[src/rtl/plic_src_cond.sv]
// ---------------------------------------------------------------------------
// plic_src_cond
//
// Conditions raw asynchronous interrupt lines before they reach the PLIC
// core. For each source the raw line is polarity-corrected, passed through a
// SYNC_STAGES-deep synchronizer and then, optionally, debounced: the output
// only follows the synchronized level after it has been stable for
// DEBOUNCE_CYCLES consecutive cycles. A pulse that dies before qualifying
// sets a sticky per-source glitch flag.
//
// Configuration macro:
//   PLIC_SRC_DEBOUNCE_EN  defined   -> debounce counters and glitch flags
//                         undefined -> src is the last synchronizer stage,
//                                      glitch is tied low, glitch_clr and the
//                                      debounce parameters are ignored
//
// Parameters:
//   SOURCES          number of interrupt lines
//   SYNC_STAGES      synchronizer depth (2..4)
//   DEBOUNCE_CYCLES  stable cycles required before src changes (1..2**CNT_BITS)
//   CNT_BITS         width of each per-source debounce counter
//
// Ports:
//   PCLK        system clock, all state updates on its rising edge
//   PRESETn     asynchronous active-low reset
//   irq_raw     raw asynchronous interrupt lines
//   pol         per-source polarity, 1 = raw line is active-low
//   glitch_clr  per-source clear of the glitch flag
//   src         conditioned, registered interrupt sources to plic_core
//   glitch      sticky per-source "rejected pulse seen" flag
// ---------------------------------------------------------------------------
module plic_src_cond #(
  parameter int SOURCES         = 8,
  parameter int SYNC_STAGES     = 2,
  parameter int DEBOUNCE_CYCLES = 4,
  parameter int CNT_BITS        = 3
) (
  input  logic               PCLK,
  input  logic               PRESETn,
  input  logic [SOURCES-1:0] irq_raw,
  input  logic [SOURCES-1:0] pol,
  input  logic [SOURCES-1:0] glitch_clr,
  output logic [SOURCES-1:0] src,
  output logic [SOURCES-1:0] glitch
);

  // Stage 0 samples the polarity-corrected line; a pol change therefore
  // looks exactly like an irq_raw change to everything downstream.
  logic [SYNC_STAGES-1:0][SOURCES-1:0] sync_q;
  logic [SOURCES-1:0]                  s;

  always_ff @(posedge PCLK or negedge PRESETn) begin
    if (!PRESETn) begin
      sync_q <= '0;
    end else begin
      // NOTE: non-blocking assignments let every stage sample the previous
      // stage's old value, which is what makes this a shift chain.
      sync_q <= {sync_q[SYNC_STAGES-2:0], irq_raw ^ pol};
    end
  end

  assign s = sync_q[SYNC_STAGES-1];

`ifdef PLIC_SRC_DEBOUNCE_EN

  // Terminal count: reaching it with s still differing from src commits
  // the new level. With DEBOUNCE_CYCLES == 1 this is 0, so a difference
  // seen in the stable state commits on the very first edge.
  localparam logic [CNT_BITS-1:0] CNT_LAST = CNT_BITS'(DEBOUNCE_CYCLES - 1);

  // Per-source state is implicit: cnt == 0 is STABLE, cnt != 0 is QUALIFY.
  logic [SOURCES-1:0][CNT_BITS-1:0] cnt_q, cnt_d;
  logic [SOURCES-1:0]               src_q, src_d;
  logic [SOURCES-1:0]               glitch_q, glitch_d;

  always_comb begin
    // NOTE: every signal written here gets a default first so no path can
    // leave it unassigned and infer a latch.
    cnt_d    = cnt_q;
    src_d    = src_q;
    glitch_d = glitch_q & ~glitch_clr;
    for (int i = 0; i < SOURCES; i++) begin
      if (s[i] != src_q[i]) begin
        if (cnt_q[i] == CNT_LAST) begin
          src_d[i] = s[i];
          cnt_d[i] = '0;
        end else begin
          // Cannot wrap: cnt only increments while below CNT_LAST.
          cnt_d[i] = cnt_q[i] + 1'b1;
        end
      end else if (cnt_q[i] != '0) begin
        // Level fell back before qualifying: drop the count and flag it.
        // Written after the clear term, so a coincident set wins.
        cnt_d[i]    = '0;
        glitch_d[i] = 1'b1;
      end
    end
  end

  always_ff @(posedge PCLK or negedge PRESETn) begin
    if (!PRESETn) begin
      cnt_q    <= '0;
      src_q    <= '0;
      glitch_q <= '0;
    end else begin
      cnt_q    <= cnt_d;
      src_q    <= src_d;
      glitch_q <= glitch_d;
    end
  end

  assign src    = src_q;
  assign glitch = glitch_q;

`else

  // Debounce removed: the last synchronizer flop is already registered.
  assign src    = s;
  assign glitch = '0;

  // Inputs and parameters that only matter to the debounce logic.
  logic                unused_glitch_clr;
  logic [CNT_BITS-1:0] unused_debounce_cfg;
  assign unused_glitch_clr   = ^glitch_clr;
  assign unused_debounce_cfg = CNT_BITS'(DEBOUNCE_CYCLES);

`endif

endmodule

[config.mk]
export PLATFORM = sky130hd
export DESIGN_NAME = plic_src_cond
export DESIGN_NICKNAME = d
export VERILOG_FILES = /design/src/rtl/plic_src_cond.sv
export SDC_FILE = /design/constraint.sdc
export NUM_CORES = 1
export LEC_CHECK = 0
export ABC_AREA = 1
export ABC_CLOCK_PERIOD_IN_PS = 850
export CAP_MARGIN = 20
export CORE_MARGIN = 2
export CORE_UTILIZATION = 35
export CTS_CLUSTER_SIZE = 30
export DETAILED_ROUTE_END_ITERATION = 12
export PLACE_DENSITY = 0.77
export SKIP_CTS_REPAIR_TIMING = 1
export SYNTH_ARGS = -nofsm -noshare
export SYNTH_HDL_FRONTEND = slang
export SYNTH_SLANG_ARGS = --single-unit
[constraint.sdc]
create_clock -name PCLK -period 0.85 [get_ports PCLK]
set_clock_uncertainty 0.15 [all_clocks]
set_input_delay 0.2125 -clock PCLK [delete_from_list [all_inputs] [get_ports PCLK]]
set_output_delay 0.2125 -clock PCLK [all_outputs]
set_load 0.03 [all_outputs]
==> summary.txt <==
Clocking
  – TritonCTS clock tree: built
  – Clock slew at reported path FFs: 0.08 ns
  – H-tree depth: 1
  – CTS root buf: clkbuf_4
  – CTS max path bufs: 2
  – CTS Buf Count: 3
  – Clock sink total: 16
  – Clock Latency Late Sink: 0.26 ns

Setup path
  – Slowest Stage Delay on Critical Path: 0.38 ns
  – Critical path's top delay family: flip-flops
  – RR Startpoint: sync_q[3]
  – Slowest CP cell: dfrtp_1
  – Reg2reg path depth: 0
  – Reg-to-reg endpoint: src[3]
  – WP buf/inv: 1
  – CP arrival: 0.77 ns
  – Crit path from: src[1]
  – Crit Path Category: reg -> out
  – CP cell instances: buf_6
  – Worst Setup End Kind: primary output
  – Crit path max fanout: 1
  – CP startpoint kind: flop
  – R2R setup slack: 0.22 ns
  – Required @ worst endpoint: 0.49 ns

Timing
  – Fin crit share: 133.8%
  – Final hold vios: 0
  – Unrepaired setup endpoints after global routing: true
  – Slew Viols, Final: 0
  – Worst setup margin: -0.2871 ns
  – # setup viols final: 8
  – Fmax: 879.4 MHz
  – WHS: 0.03318 ns
  – Min cycle time layout: 1.137 ns

Final layout
  – Nets@finish: 121
  – Synth-to-layout area growth: 37.48%
  – Layout cells sized above 1: 12.90%
  – Most frequent cells in the layout: nand2_1, inv_1, dfrtp_1, clkdlybuf4s50_1
  – Commonest non-fill, non-tap cell in the layout: nand2_1
  – Antenna diodes: 0
  – Post-layout util: 52.55%

Route
  – Met3 wire length: 72 um
  – Post-route DRC: 0
  – Routed wire length: 757 um
  – Initial DRC count: 1
  – Metal2 WL: 390 um
  – Highest routed layer: met4
  – Drt first pass iters: 3
  – Antenna viol nets, final: 0
  – M1 WL: 275 um
  – DR vias: 420
  – Drt wl/cell: 6.415 um
  – Via density: 3.559

Placed design
  – Placer congestion estimate: 0.5328
  – I/O Buffers: 25
  – HPWL after DPL: 665.3 um

Synthesis
  – Avg Cell Area, Syn: 9.238 um2
  – Simple-gate share of the synthesized area: 13.36%
  – Main combinational cell family by area after synthesis: buffers and inverters
  – Cell Area, Synth: 674.4 um2
  – Top cell type by total area after synthesis: dfrtp_1
  – Cell variety after synth: 5
  – Most area-consuming cells after synthesis: dfrtp_1, buf_4, nand2_1, inv_1, conb_1
  – Ys Warns: 0
  – Synth Area in Adders: 0%
  – Synth Area in XOR/XNOR: 0%
  – Yosys reg bits: 16
  – Mux cell area share after synthesis: 0%
  – Post-Syn Instances: 73
  – Yosys top cell area share: 59.37%
  – Compound-Gate Fraction of Synth Area: 0%
  – Sequential area share after synthesis: 59.37%

GRT
  – Vias in the first global route: 332
  – Initial antenna violation count: 0
  – Tot GR Track Use: 7.531%
  – Grt ovf: 0
  – First-pass GRT wire length: 1145 um
  – Largest net degree at the start of global routing: 17

Floorplan
  – I/O pin total: 42
  – Die footprint: 2294 um2
  – Die H: 47.90 um
  – DIE WIDTH: 47.90 um
  – Row cnt: 15
  – Core area: 1764 um2
  – Starting density of the core: 38.23%

Hold path
  – Hold path depth: 3
  – Hold endpoint: sync_q[3]
  – Worst Hold Class: in -> reg
  – Hold path start: irq_raw[3]

Power and ir drop
  – Leakage dissipation: 0.5571 nW
  – Power density over the cells: 1621 nW/um2
  – Power Total: 1.502 mW
  – Peak VDD IR: 0.7003 mV

Run
  – Max Cap Violations: 0

Status
  – Status: finished, violations left
  – Failing checks: negative setup slack
## area by class of cell
| cell class | instances | area [um2] |
|---|---|---|
| tap | 25 | 31.28 |
| timing repair buffer | 26 | 292.8 |
| fill | 171 | 837.1 |
| multi-input combinational | 32 | 120.1 |
| sequential | 16 | 400.4 |
| clock buffer | 3 | 22.52 |
| inverter | 16 | 60.06 |
## synth_stat cells
| cell type | instances |
|---|---|
| nand2_1 | 24 |
| conb_1 | 1 |
| inv_1 | 16 |
| buf_4 | 16 |
| dfrtp_1 | 16 |
## power by group
group	switching (mW)	total [mW]	internal (mW)
clock	0.184	0.347	0.163
combinational	0.173	0.320	0.147
sequential	0.0180	0.836	0.818
total	0.375	1.50	1.13
## stage by stage
stage | setup WS, ns | cells | area [um2] | setup TNS, ns
finish | -0.2871 | 118 | 927.1 | -2.279
global route | -0.3264 | 118 | 927.1 | -2.526
floorplan | 0.006493 | 80 | 730.7 | 0
global placement | -0.2333 | 115 | 862.1 | -1.912
CTS | -0.3105 | 118 | 884.6 | -2.456
detailed placement | -0.2611 | 115 | 862.1 | -2.070
## cell families after synthesis
kind of cell	count (synthesis)
DFF	16
other	1
buffers and inverters	32
and+or+nand+nor	24
## state kept, by name, summed over array words and instances, names as in the netlist
| name | cells |
|---|---|
| src | 8 |
| sync_q | 8 |
## worst max path at each step
stage	end	slack (ns)	depth (start not counted)
after floorplan	src[0]	0.006	1
after global placement	sync_q[7]	-0.23	4
after detailed placement	sync_q[0]	-0.26	4
after CTS	src[5]	-0.31	1
after global routing	src[6]	-0.33	1
final	src[1]	-0.29	1
## metal layers
metal / vias up / global-route usage [%]
met5: - / 0
met4: 0 / 8.108
met3: 2 / 1.132
met2: 24 / 12.80
met1: 171 / 7.329
li1: 223 / -
(Power assumes the default switching activity.)
